## config.mk

```make
export PLATFORM = sky130hd
export DESIGN_NAME = mips_multicycle_ctrl_flat
export DESIGN_NICKNAME = d
export VERILOG_FILES = /design/src/rtl/mips_multicycle_ctrl_if.sv /design/src/rtl/mips_multicycle_ctrl.sv /design/src/flat_wrapper.sv
export SDC_FILE = /design/constraint.sdc
export NUM_CORES = 1
export LEC_CHECK = 0
export CORE_UTILIZATION = 29
export DETAILED_ROUTE_END_ITERATION = 7
export PLACE_DENSITY = 0.66
export SLEW_MARGIN = 20
export SYNTH_ARGS = -nofsm -noshare
export SYNTH_HDL_FRONTEND = slang
export SYNTH_SLANG_ARGS = --single-unit
```

## constraint.sdc

```tcl
create_clock -name clk -period 3.72 [get_ports clk]
set_input_delay 0.372 -clock clk [delete_from_list [all_inputs] [get_ports clk]]
set_output_delay 0.372 -clock clk [all_outputs]
set_load 0.01 [all_outputs]
```

## src/rtl/mips_multicycle_ctrl_if.sv

```systemverilog
// ----------------------------------------------------------------------------
// mips_multicycle_ctrl_if
//
// Purpose : Groups the signals between the multicycle MIPS control unit and
//           its datapath into one bundle.
//
// Signals : op, funct    instruction fields from the instruction register
//           zero         ALU zero flag
//           pcen         PC register enable
//           memwrite     memory write enable
//           irwrite      instruction register enable
//           regwrite     register file write enable
//           iord         memory address select (0 PC, 1 ALUOut)
//           memtoreg     write-data select (0 ALUOut, 1 Data register)
//           regdst       write-register select (0 rt, 1 rd)
//           alusrca      ALU A select (0 PC, 1 A register)
//           alusrcb      ALU B select (00 B, 01 4, 10 imm, 11 imm<<2)
//           pcsrc        next-PC select (00 ALU, 01 ALUOut, 10 jump)
//           alucontrol   ALU function code
//           illegal      unsupported opcode seen in DECODE
//           state        current FSM state (debug)
//
// Modports: master - the control unit (drives all control outputs)
//           slave  - the datapath (drives op/funct/zero)
// ----------------------------------------------------------------------------
interface mips_multicycle_ctrl_if;

    logic [5:0] op;
    logic [5:0] funct;
    logic       zero;

    logic       pcen;
    logic       memwrite;
    logic       irwrite;
    logic       regwrite;
    logic       iord;
    logic       memtoreg;
    logic       regdst;
    logic       alusrca;
    logic [1:0] alusrcb;
    logic [1:0] pcsrc;
    logic [2:0] alucontrol;
    logic       illegal;
    logic [3:0] state;

    modport master (
        input  op,
        input  funct,
        input  zero,
        output pcen,
        output memwrite,
        output irwrite,
        output regwrite,
        output iord,
        output memtoreg,
        output regdst,
        output alusrca,
        output alusrcb,
        output pcsrc,
        output alucontrol,
        output illegal,
        output state
    );

    modport slave (
        output op,
        output funct,
        output zero,
        input  pcen,
        input  memwrite,
        input  irwrite,
        input  regwrite,
        input  iord,
        input  memtoreg,
        input  regdst,
        input  alusrca,
        input  alusrcb,
        input  pcsrc,
        input  alucontrol,
        input  illegal,
        input  state
    );

endinterface

```

## src/rtl/mips_multicycle_ctrl.sv

```systemverilog
// ----------------------------------------------------------------------------
// mips_multicycle_ctrl
//
// Purpose : Control unit for the multicycle MIPS datapath. A Moore main FSM
//           sequences fetch/decode/execute/memory/writeback over several
//           cycles per instruction. Also holds the ALU decoder (aluop + funct
//           to a 3-bit ALU function) and the PC-enable logic.
//
// Ports   : clk    rising-edge clock
//           reset  synchronous, active-high reset
//           bus    mips_multicycle_ctrl_if.master (op/funct/zero in, all
//                  mux selects, write enables, alucontrol, illegal, state out)
//
// Config  : MIPS_BNE_EN - when defined, bne (op 000101) is supported through
//                         state BNEEX (12). When undefined, bne is illegal.
//
// Notes   : Outputs decode from state only, except alucontrol (state+funct),
//           pcen (state+zero) and illegal (state+op). While reset is high all
//           write enables and illegal are forced low so an interrupted
//           instruction cannot commit anything in the reset cycle.
// ----------------------------------------------------------------------------
module mips_multicycle_ctrl (
    input  logic                        clk,
    input  logic                        reset,
    mips_multicycle_ctrl_if.master      bus
);

    // ------------------------------------------------------------------------
    // Opcodes and function codes
    // ------------------------------------------------------------------------
    localparam logic [5:0] OpRtype = 6'b000000;
    localparam logic [5:0] OpJ     = 6'b000010;
    localparam logic [5:0] OpBeq   = 6'b000100;
`ifdef MIPS_BNE_EN
    localparam logic [5:0] OpBne   = 6'b000101;
`endif
    localparam logic [5:0] OpAddi  = 6'b001000;
    localparam logic [5:0] OpLw    = 6'b100011;
    localparam logic [5:0] OpSw    = 6'b101011;

    localparam logic [5:0] FnAdd   = 6'b100000;
    localparam logic [5:0] FnSub   = 6'b100010;
    localparam logic [5:0] FnAnd   = 6'b100100;
    localparam logic [5:0] FnOr    = 6'b100101;
    localparam logic [5:0] FnSlt   = 6'b101010;

    localparam logic [2:0] AluAnd  = 3'b000;
    localparam logic [2:0] AluOr   = 3'b001;
    localparam logic [2:0] AluAdd  = 3'b010;
    localparam logic [2:0] AluSub  = 3'b110;
    localparam logic [2:0] AluSlt  = 3'b111;

    // ------------------------------------------------------------------------
    // FSM state encoding (4 bits; 13-15 never reached)
    // ------------------------------------------------------------------------
    typedef enum logic [3:0] {
        StFetch   = 4'd0,
        StDecode  = 4'd1,
        StMemAdr  = 4'd2,
        StMemRd   = 4'd3,
        StMemWb   = 4'd4,
        StMemWr   = 4'd5,
        StExecute = 4'd6,
        StAluWb   = 4'd7,
        StBranch  = 4'd8,
        StAddiEx  = 4'd9,
        StAddiWb  = 4'd10,
        StJump    = 4'd11,
        StBneEx   = 4'd12
    } state_e;

    state_e     r_state;
    state_e     w_next_state;

    // Raw (pre-reset-gating) Moore outputs
    logic       w_pcwrite;
    logic       w_branch;
`ifdef MIPS_BNE_EN
    logic       w_branchne;
`endif
    logic       w_memwrite;
    logic       w_irwrite;
    logic       w_regwrite;
    logic       w_iord;
    logic       w_memtoreg;
    logic       w_regdst;
    logic       w_alusrca;
    logic [1:0] w_alusrcb;
    logic [1:0] w_pcsrc;
    logic [1:0] w_aluop;
    logic       w_illegal;
    logic [2:0] w_alucontrol;
    logic       w_pc_take;

    // ------------------------------------------------------------------------
    // State register
    // ------------------------------------------------------------------------
    always_ff @(posedge clk) begin
        if (reset) begin
            r_state <= StFetch;
        end else begin
            r_state <= w_next_state;
        end
    end

    // ------------------------------------------------------------------------
    // Next-state and output decode
    // ------------------------------------------------------------------------
    always_comb begin
        w_next_state = StFetch;
        w_pcwrite    = 1'b0;
        w_branch     = 1'b0;
`ifdef MIPS_BNE_EN
        w_branchne   = 1'b0;
`endif
        w_memwrite   = 1'b0;
        w_irwrite    = 1'b0;
        w_regwrite   = 1'b0;
        w_iord       = 1'b0;
        w_memtoreg   = 1'b0;
        w_regdst     = 1'b0;
        w_alusrca    = 1'b0;
        w_alusrcb    = 2'b00;
        w_pcsrc      = 2'b00;
        w_aluop      = 2'b00;
        w_illegal    = 1'b0;

        case (r_state)
            StFetch: begin
                // PC + 4 computed and written while the instruction is latched
                w_alusrcb    = 2'b01;
                w_irwrite    = 1'b1;
                w_pcwrite    = 1'b1;
                w_next_state = StDecode;
            end
            StDecode: begin
                // Precompute branch target PC + (imm << 2) into ALUOut
                w_alusrcb = 2'b11;
                case (bus.op)
                    OpLw, OpSw: w_next_state = StMemAdr;
                    OpRtype:    w_next_state = StExecute;
                    OpBeq:      w_next_state = StBranch;
                    OpAddi:     w_next_state = StAddiEx;
                    OpJ:        w_next_state = StJump;
`ifdef MIPS_BNE_EN
                    OpBne:      w_next_state = StBneEx;
`endif
                    default: begin
                        w_illegal    = 1'b1;
                        w_next_state = StFetch;
                    end
                endcase
            end
            StMemAdr: begin
                w_alusrca    = 1'b1;
                w_alusrcb    = 2'b10;
                // Only lw and sw reach here, so anything but sw is a load
                w_next_state = (bus.op == OpSw) ? StMemWr : StMemRd;
            end
            StMemRd: begin
                w_iord       = 1'b1;
                w_next_state = StMemWb;
            end
            StMemWb: begin
                w_memtoreg   = 1'b1;
                w_regwrite   = 1'b1;
                w_next_state = StFetch;
            end
            StMemWr: begin
                w_iord       = 1'b1;
                w_memwrite   = 1'b1;
                w_next_state = StFetch;
            end
            StExecute: begin
                w_alusrca    = 1'b1;
                w_aluop      = 2'b10;
                w_next_state = StAluWb;
            end
            StAluWb: begin
                w_regdst     = 1'b1;
                w_regwrite   = 1'b1;
                w_next_state = StFetch;
            end
            StBranch: begin
                w_alusrca    = 1'b1;
                w_aluop      = 2'b01;
                w_pcsrc      = 2'b01;
                w_branch     = 1'b1;
                w_next_state = StFetch;
            end
            StAddiEx: begin
                w_alusrca    = 1'b1;
                w_alusrcb    = 2'b10;
                w_next_state = StAddiWb;
            end
            StAddiWb: begin
                w_regwrite   = 1'b1;
                w_next_state = StFetch;
            end
            StJump: begin
                w_pcsrc      = 2'b10;
                w_pcwrite    = 1'b1;
                w_next_state = StFetch;
            end
`ifdef MIPS_BNE_EN
            StBneEx: begin
                w_alusrca    = 1'b1;
                w_aluop      = 2'b01;
                w_pcsrc      = 2'b01;
                w_branchne   = 1'b1;
                w_next_state = StFetch;
            end
`endif
            default: begin
                // Unreachable encodings: all outputs low, recover to FETCH
                w_next_state = StFetch;
            end
        endcase
    end

    // ------------------------------------------------------------------------
    // ALU decoder
    // ------------------------------------------------------------------------
    always_comb begin
        w_alucontrol = AluAdd;
        case (w_aluop)
            2'b00: w_alucontrol = AluAdd;
            2'b01: w_alucontrol = AluSub;
            2'b10: begin
                case (bus.funct)
                    FnAdd:   w_alucontrol = AluAdd;
                    FnSub:   w_alucontrol = AluSub;
                    FnAnd:   w_alucontrol = AluAnd;
                    FnOr:    w_alucontrol = AluOr;
                    FnSlt:   w_alucontrol = AluSlt;
                    default: w_alucontrol = AluAdd;
                endcase
            end
            default: w_alucontrol = AluAdd;
        endcase
    end

    // ------------------------------------------------------------------------
    // PC enable
    // ------------------------------------------------------------------------
`ifdef MIPS_BNE_EN
    assign w_pc_take = w_pcwrite | (w_branch & bus.zero) | (w_branchne & ~bus.zero);
`else
    assign w_pc_take = w_pcwrite | (w_branch & bus.zero);
`endif

    // ------------------------------------------------------------------------
    // Outputs; anything that commits state is suppressed during reset
    // ------------------------------------------------------------------------
    assign bus.pcen       = w_pc_take  & ~reset;
    assign bus.memwrite   = w_memwrite & ~reset;
    assign bus.irwrite    = w_irwrite  & ~reset;
    assign bus.regwrite   = w_regwrite & ~reset;
    assign bus.illegal    = w_illegal  & ~reset;
    assign bus.iord       = w_iord;
    assign bus.memtoreg   = w_memtoreg;
    assign bus.regdst     = w_regdst;
    assign bus.alusrca    = w_alusrca;
    assign bus.alusrcb    = w_alusrcb;
    assign bus.pcsrc      = w_pcsrc;
    assign bus.alucontrol = w_alucontrol;
    assign bus.state      = r_state;

endmodule

```

## src/flat_wrapper.sv

```systemverilog
// flat-port wrapper written by rule: the top's interface ports become plain ports
module mips_multicycle_ctrl_flat 
  (clk, reset, bus_op, bus_funct, bus_zero, bus_pcen, bus_memwrite, bus_irwrite, bus_regwrite, bus_iord, bus_memtoreg, bus_regdst, bus_alusrca, bus_alusrcb, bus_pcsrc, bus_alucontrol, bus_illegal, bus_state);
  mips_multicycle_ctrl_if bus_i ();
  input  logic clk;
  input  logic reset;
  input wire logic [$bits(bus_i.op)-1:0] bus_op;
  input wire logic [$bits(bus_i.funct)-1:0] bus_funct;
  input wire logic [$bits(bus_i.zero)-1:0] bus_zero;
  output wire logic [$bits(bus_i.pcen)-1:0] bus_pcen;
  output wire logic [$bits(bus_i.memwrite)-1:0] bus_memwrite;
  output wire logic [$bits(bus_i.irwrite)-1:0] bus_irwrite;
  output wire logic [$bits(bus_i.regwrite)-1:0] bus_regwrite;
  output wire logic [$bits(bus_i.iord)-1:0] bus_iord;
  output wire logic [$bits(bus_i.memtoreg)-1:0] bus_memtoreg;
  output wire logic [$bits(bus_i.regdst)-1:0] bus_regdst;
  output wire logic [$bits(bus_i.alusrca)-1:0] bus_alusrca;
  output wire logic [$bits(bus_i.alusrcb)-1:0] bus_alusrcb;
  output wire logic [$bits(bus_i.pcsrc)-1:0] bus_pcsrc;
  output wire logic [$bits(bus_i.alucontrol)-1:0] bus_alucontrol;
  output wire logic [$bits(bus_i.illegal)-1:0] bus_illegal;
  output wire logic [$bits(bus_i.state)-1:0] bus_state;
  assign bus_i.op = bus_op;
  assign bus_i.funct = bus_funct;
  assign bus_i.zero = bus_zero;
  assign bus_pcen = bus_i.pcen;
  assign bus_memwrite = bus_i.memwrite;
  assign bus_irwrite = bus_i.irwrite;
  assign bus_regwrite = bus_i.regwrite;
  assign bus_iord = bus_i.iord;
  assign bus_memtoreg = bus_i.memtoreg;
  assign bus_regdst = bus_i.regdst;
  assign bus_alusrca = bus_i.alusrca;
  assign bus_alusrcb = bus_i.alusrcb;
  assign bus_pcsrc = bus_i.pcsrc;
  assign bus_alucontrol = bus_i.alucontrol;
  assign bus_illegal = bus_i.illegal;
  assign bus_state = bus_i.state;
  mips_multicycle_ctrl u_core (.clk(clk), .reset(reset), .bus(bus_i));
endmodule
```

==> flow_summary.yaml <==
grt:
  grt_util_all_layers_pct: 16.9
  grt_max_degree: 16
  antenna_found_initial: 0
  overflow: 0
  grt_pass1_vias: 616
  grt_pass1_wl_um: 2590
cts:
  clock_sinks: 4
  max-clock-path-buffers: 2
  cts_tree: "done"
  hold_buffers: 0
  path_clk_slew_ns: 0.03
  ctsHtreeMaxLevel: 1
  post_cts_buffers: 0
  clk_latency_ns: 0.24
  cts_resized: 0
  clockRootBuffer: "clkbuf_4"
  cts_inserted_buffers: 3
die:
  die_h_um: 45.6
  io_pins: 35
  start_util_pct: 31.3
  core_area_um2: 1760
  die_w_um: 45.6
  rows: 15
  dieArea_um2: 2080
pwr:
  power.switching_uw: 47.1
  powerDensity_nw_per_um2: 175
  p_seq_share_pct: 30.8
  combPwrFrac_pct: 35.5
  p_int_uw: 115
  swShare_pct: 29.1
  p_clk_share_pct: 33.7
  p_leak_nw: 0.316
  ir_worst_vdd_v: 0.0000890
route:
  vias_per_cell: 5.11
  dr_total_vias: 695
  drc: 0
  drt_iter0_drc: 7
  drt-total-wl_um: 1650
  antenna_left: 0
  wl_per_cell_um: 12.1
  firstDrtPassIters: 3
worst_setup_path:
  crit_buf_inv: 1
  r2r_slack_ns: 2.01
  cp_max_fo: 13
  r2r_end: "u_core.bus.state[0]"
  crit_path_cell_trace: "nand2b_1 > nor3_1 > ha_1 > a211o_1 > clkdlybuf4s50_1"
  end_kind: "output pin"
  crit_arrival_ns: 2.44
  path_class: "flop to output pin"
  cpLargestDelayFamily: "flip-flops"
  r2r_start: "u_core.bus.state[0]"
  crit_path_start_kind: "flop"
  worstRegToRegCells: 4
  cp_num_cells: 5
  cp_data_required_time_ns: 3.35
  slowest_delay_ns: 0.62
  slowest_stage: "dfxtp_1"
timing:
  post-route-period-util_pct: 75.7
  post-route-min-period_ns: 2.81
  hold_slack_ns: 0.722
  slew_headroom_pct: 67.0
  hold_viol: 0
  finalClockSkew_ns: 0.00592
  setup_violations: 0
  rsz0062_at_grt: "no"
  worst_pin_slew_ns: 0.494
  finalWorstSetupSlack_ns: 0.905
  max_freq_ghz: 0.355
  tns_ns: 0
  slew_violations: 0
cells_and_area:
  layout-drive-gt1-share_pct: 5.41
  fin_area_um2: 928
  nets: 130
  syn2layout_area_growth_pct: 68.3
  diodes: 0
  largest_reg_flops: 4
place:
  dpl_cell_area_um2: 906
  dp_slack_ns: 1.13
  gp_congestion: 0.852
  hpwl_um: 1270
  port-buffer-count: 34
logic_synthesis:
  synth_area_um2: 552
  yosysTopAreaCellShare_pct: 14.5
  syn_area_per_cell_um2: 7.07
  synth-seq-area-share_pct: 14.5
  yosys_warnings: 0
  syn-num-nets: 95
  yosysTopAreaCell: "dfxtp_1"
  synth_area_leaders: "dfxtp_1 (15%), nor3_1 (6.3%), nor2_1 (5.4%)"
  synth-seq-cells: 4
  synth_cell_type_count: 33
  synthCells: 78
outcome:
  status: "completed"
worst_hold_path:
  holdPathEnd: "u_core.bus.state[2]"
  min_from: "u_core.bus.state[1]"
  worst_hold_path.num_cells: 2
  holdCritPathClass: "flop to flop"
job:
  drv_cap: 0
-- worst max-delay path by stage --
stage | slack [ns] | from | to
6_report | 0.91 | u_core.bus.state[2] | bus_alucontrol[1]
3_3_place_gp | 1.20 | u_core.bus.state[2] | bus_alucontrol[1]
3_5_place_dp | 1.13 | u_core.bus.state[1] | bus_alucontrol[1]
4_1_cts | 0.89 | u_core.bus.state[2] | bus_alucontrol[1]
5_1_grt | 0.73 | u_core.bus.state[2] | bus_alucontrol[1]
2_1_floorplan | 1.71 | u_core.bus.state[3] | bus_alucontrol[1]
-- cell families after synthesis --
logic type      share of synthesized area, %
compound gates                          24.3
xor+xnor                                4.76
fa+ha+maj                               4.53
buf+inv                                 5.89
flops                                   14.5
simple gates                            46.0
-- cell usage in the layout, fill, tap and decap left out, drive strengths merged, types with 3 or more instances in the layout --
cell type      synthesis  routed
a31oi                  4       4
nand2b                 4       4
nor3b                  3       3
nor2                   8       8
nand2                  6       6
clkdlybuf4s50          0      34
clkbuf                 1       3
nor2b                  3       3
dfxtp                  4       4
a21oi                  3       3
a21o                   3       3
nor3                   8       8
inv                    4       4
-- stage by stage --
step           instances  utilization (%)  power (mW)
4_1_cts              136             52.6       0.162
5_1_grt              136             52.6       0.171
3_3_place_gp         133             51.3       0.107
6_report             136             52.6       0.162
2_1_floorplan         78                -      0.0736
3_5_place_dp         133             51.3       0.107
-- synthesized netlist by cell type --
library cell and instances:
a2111oi_4 1, a211o_1 1, a211oi_1 2, a21boi_1 1
a21o_1 3, a21oi_1 3, a22oi_1 1, a31oi_1 4
and2b_1 1, buf_1 1, buf_2 2, clkbuf_1 1
dfxtp_1 4, ha_1 2, inv_1 4, nand2_1 6
nand2b_1 4, nand3_1 1, nand3b_1 1, nand4_1 2
nand4b_1 1, nor2_1 8, nor2b_1 3, nor3_1 7
nor3_2 1, nor3b_1 3, nor4_1 2, nor4b_1 1
nor4b_2 1, o21ai_0 1, or3_1 2, xnor2_1 2
xor2_1 1
-- routing by layer --
| metal | global-route usage, % | vias to the layer above | wire length, µm |
|---|---|---|---|
| met2 | 28.3 | 19 | 787 |
| li1 | - | 354 | - |
| met5 | 0 | - | 0 |
| met4 | 6.67 | 0 | 0 |
| met3 | 1.19 | 0 | 55 |
| met1 | 22.3 | 322 | 807 |
-- final cells by class --
type                       count  area (µm²)
inverter                       4        15.0
sequential                     4        80.1
multi-input combinational     66         439
fill                         187         836
clock buffer                   3        22.5
tap                           25        31.3
timing repair buffer          34         340
-- power groups by stage --
stage | clock (mW) | sequential, mW | combinational [mW]
CTS | 0.0545 | 0.0498 | 0.0577
detailed placement | 0 | 0.0504 | 0.0571
floorplan | 0 | 0.0473 | 0.0263
global placement | 0 | 0.0503 | 0.0570
global route | 0.0587 | 0.0503 | 0.0623
finish | 0.0546 | 0.0499 | 0.0575
-- worst min-delay path, cell delays in order (launching register included) --
cell and delay [ns]:
dfxtp_1 0.44, nand3b_1 0.15, a31oi_1 0.07
Power figures use the tool's default switching activity.
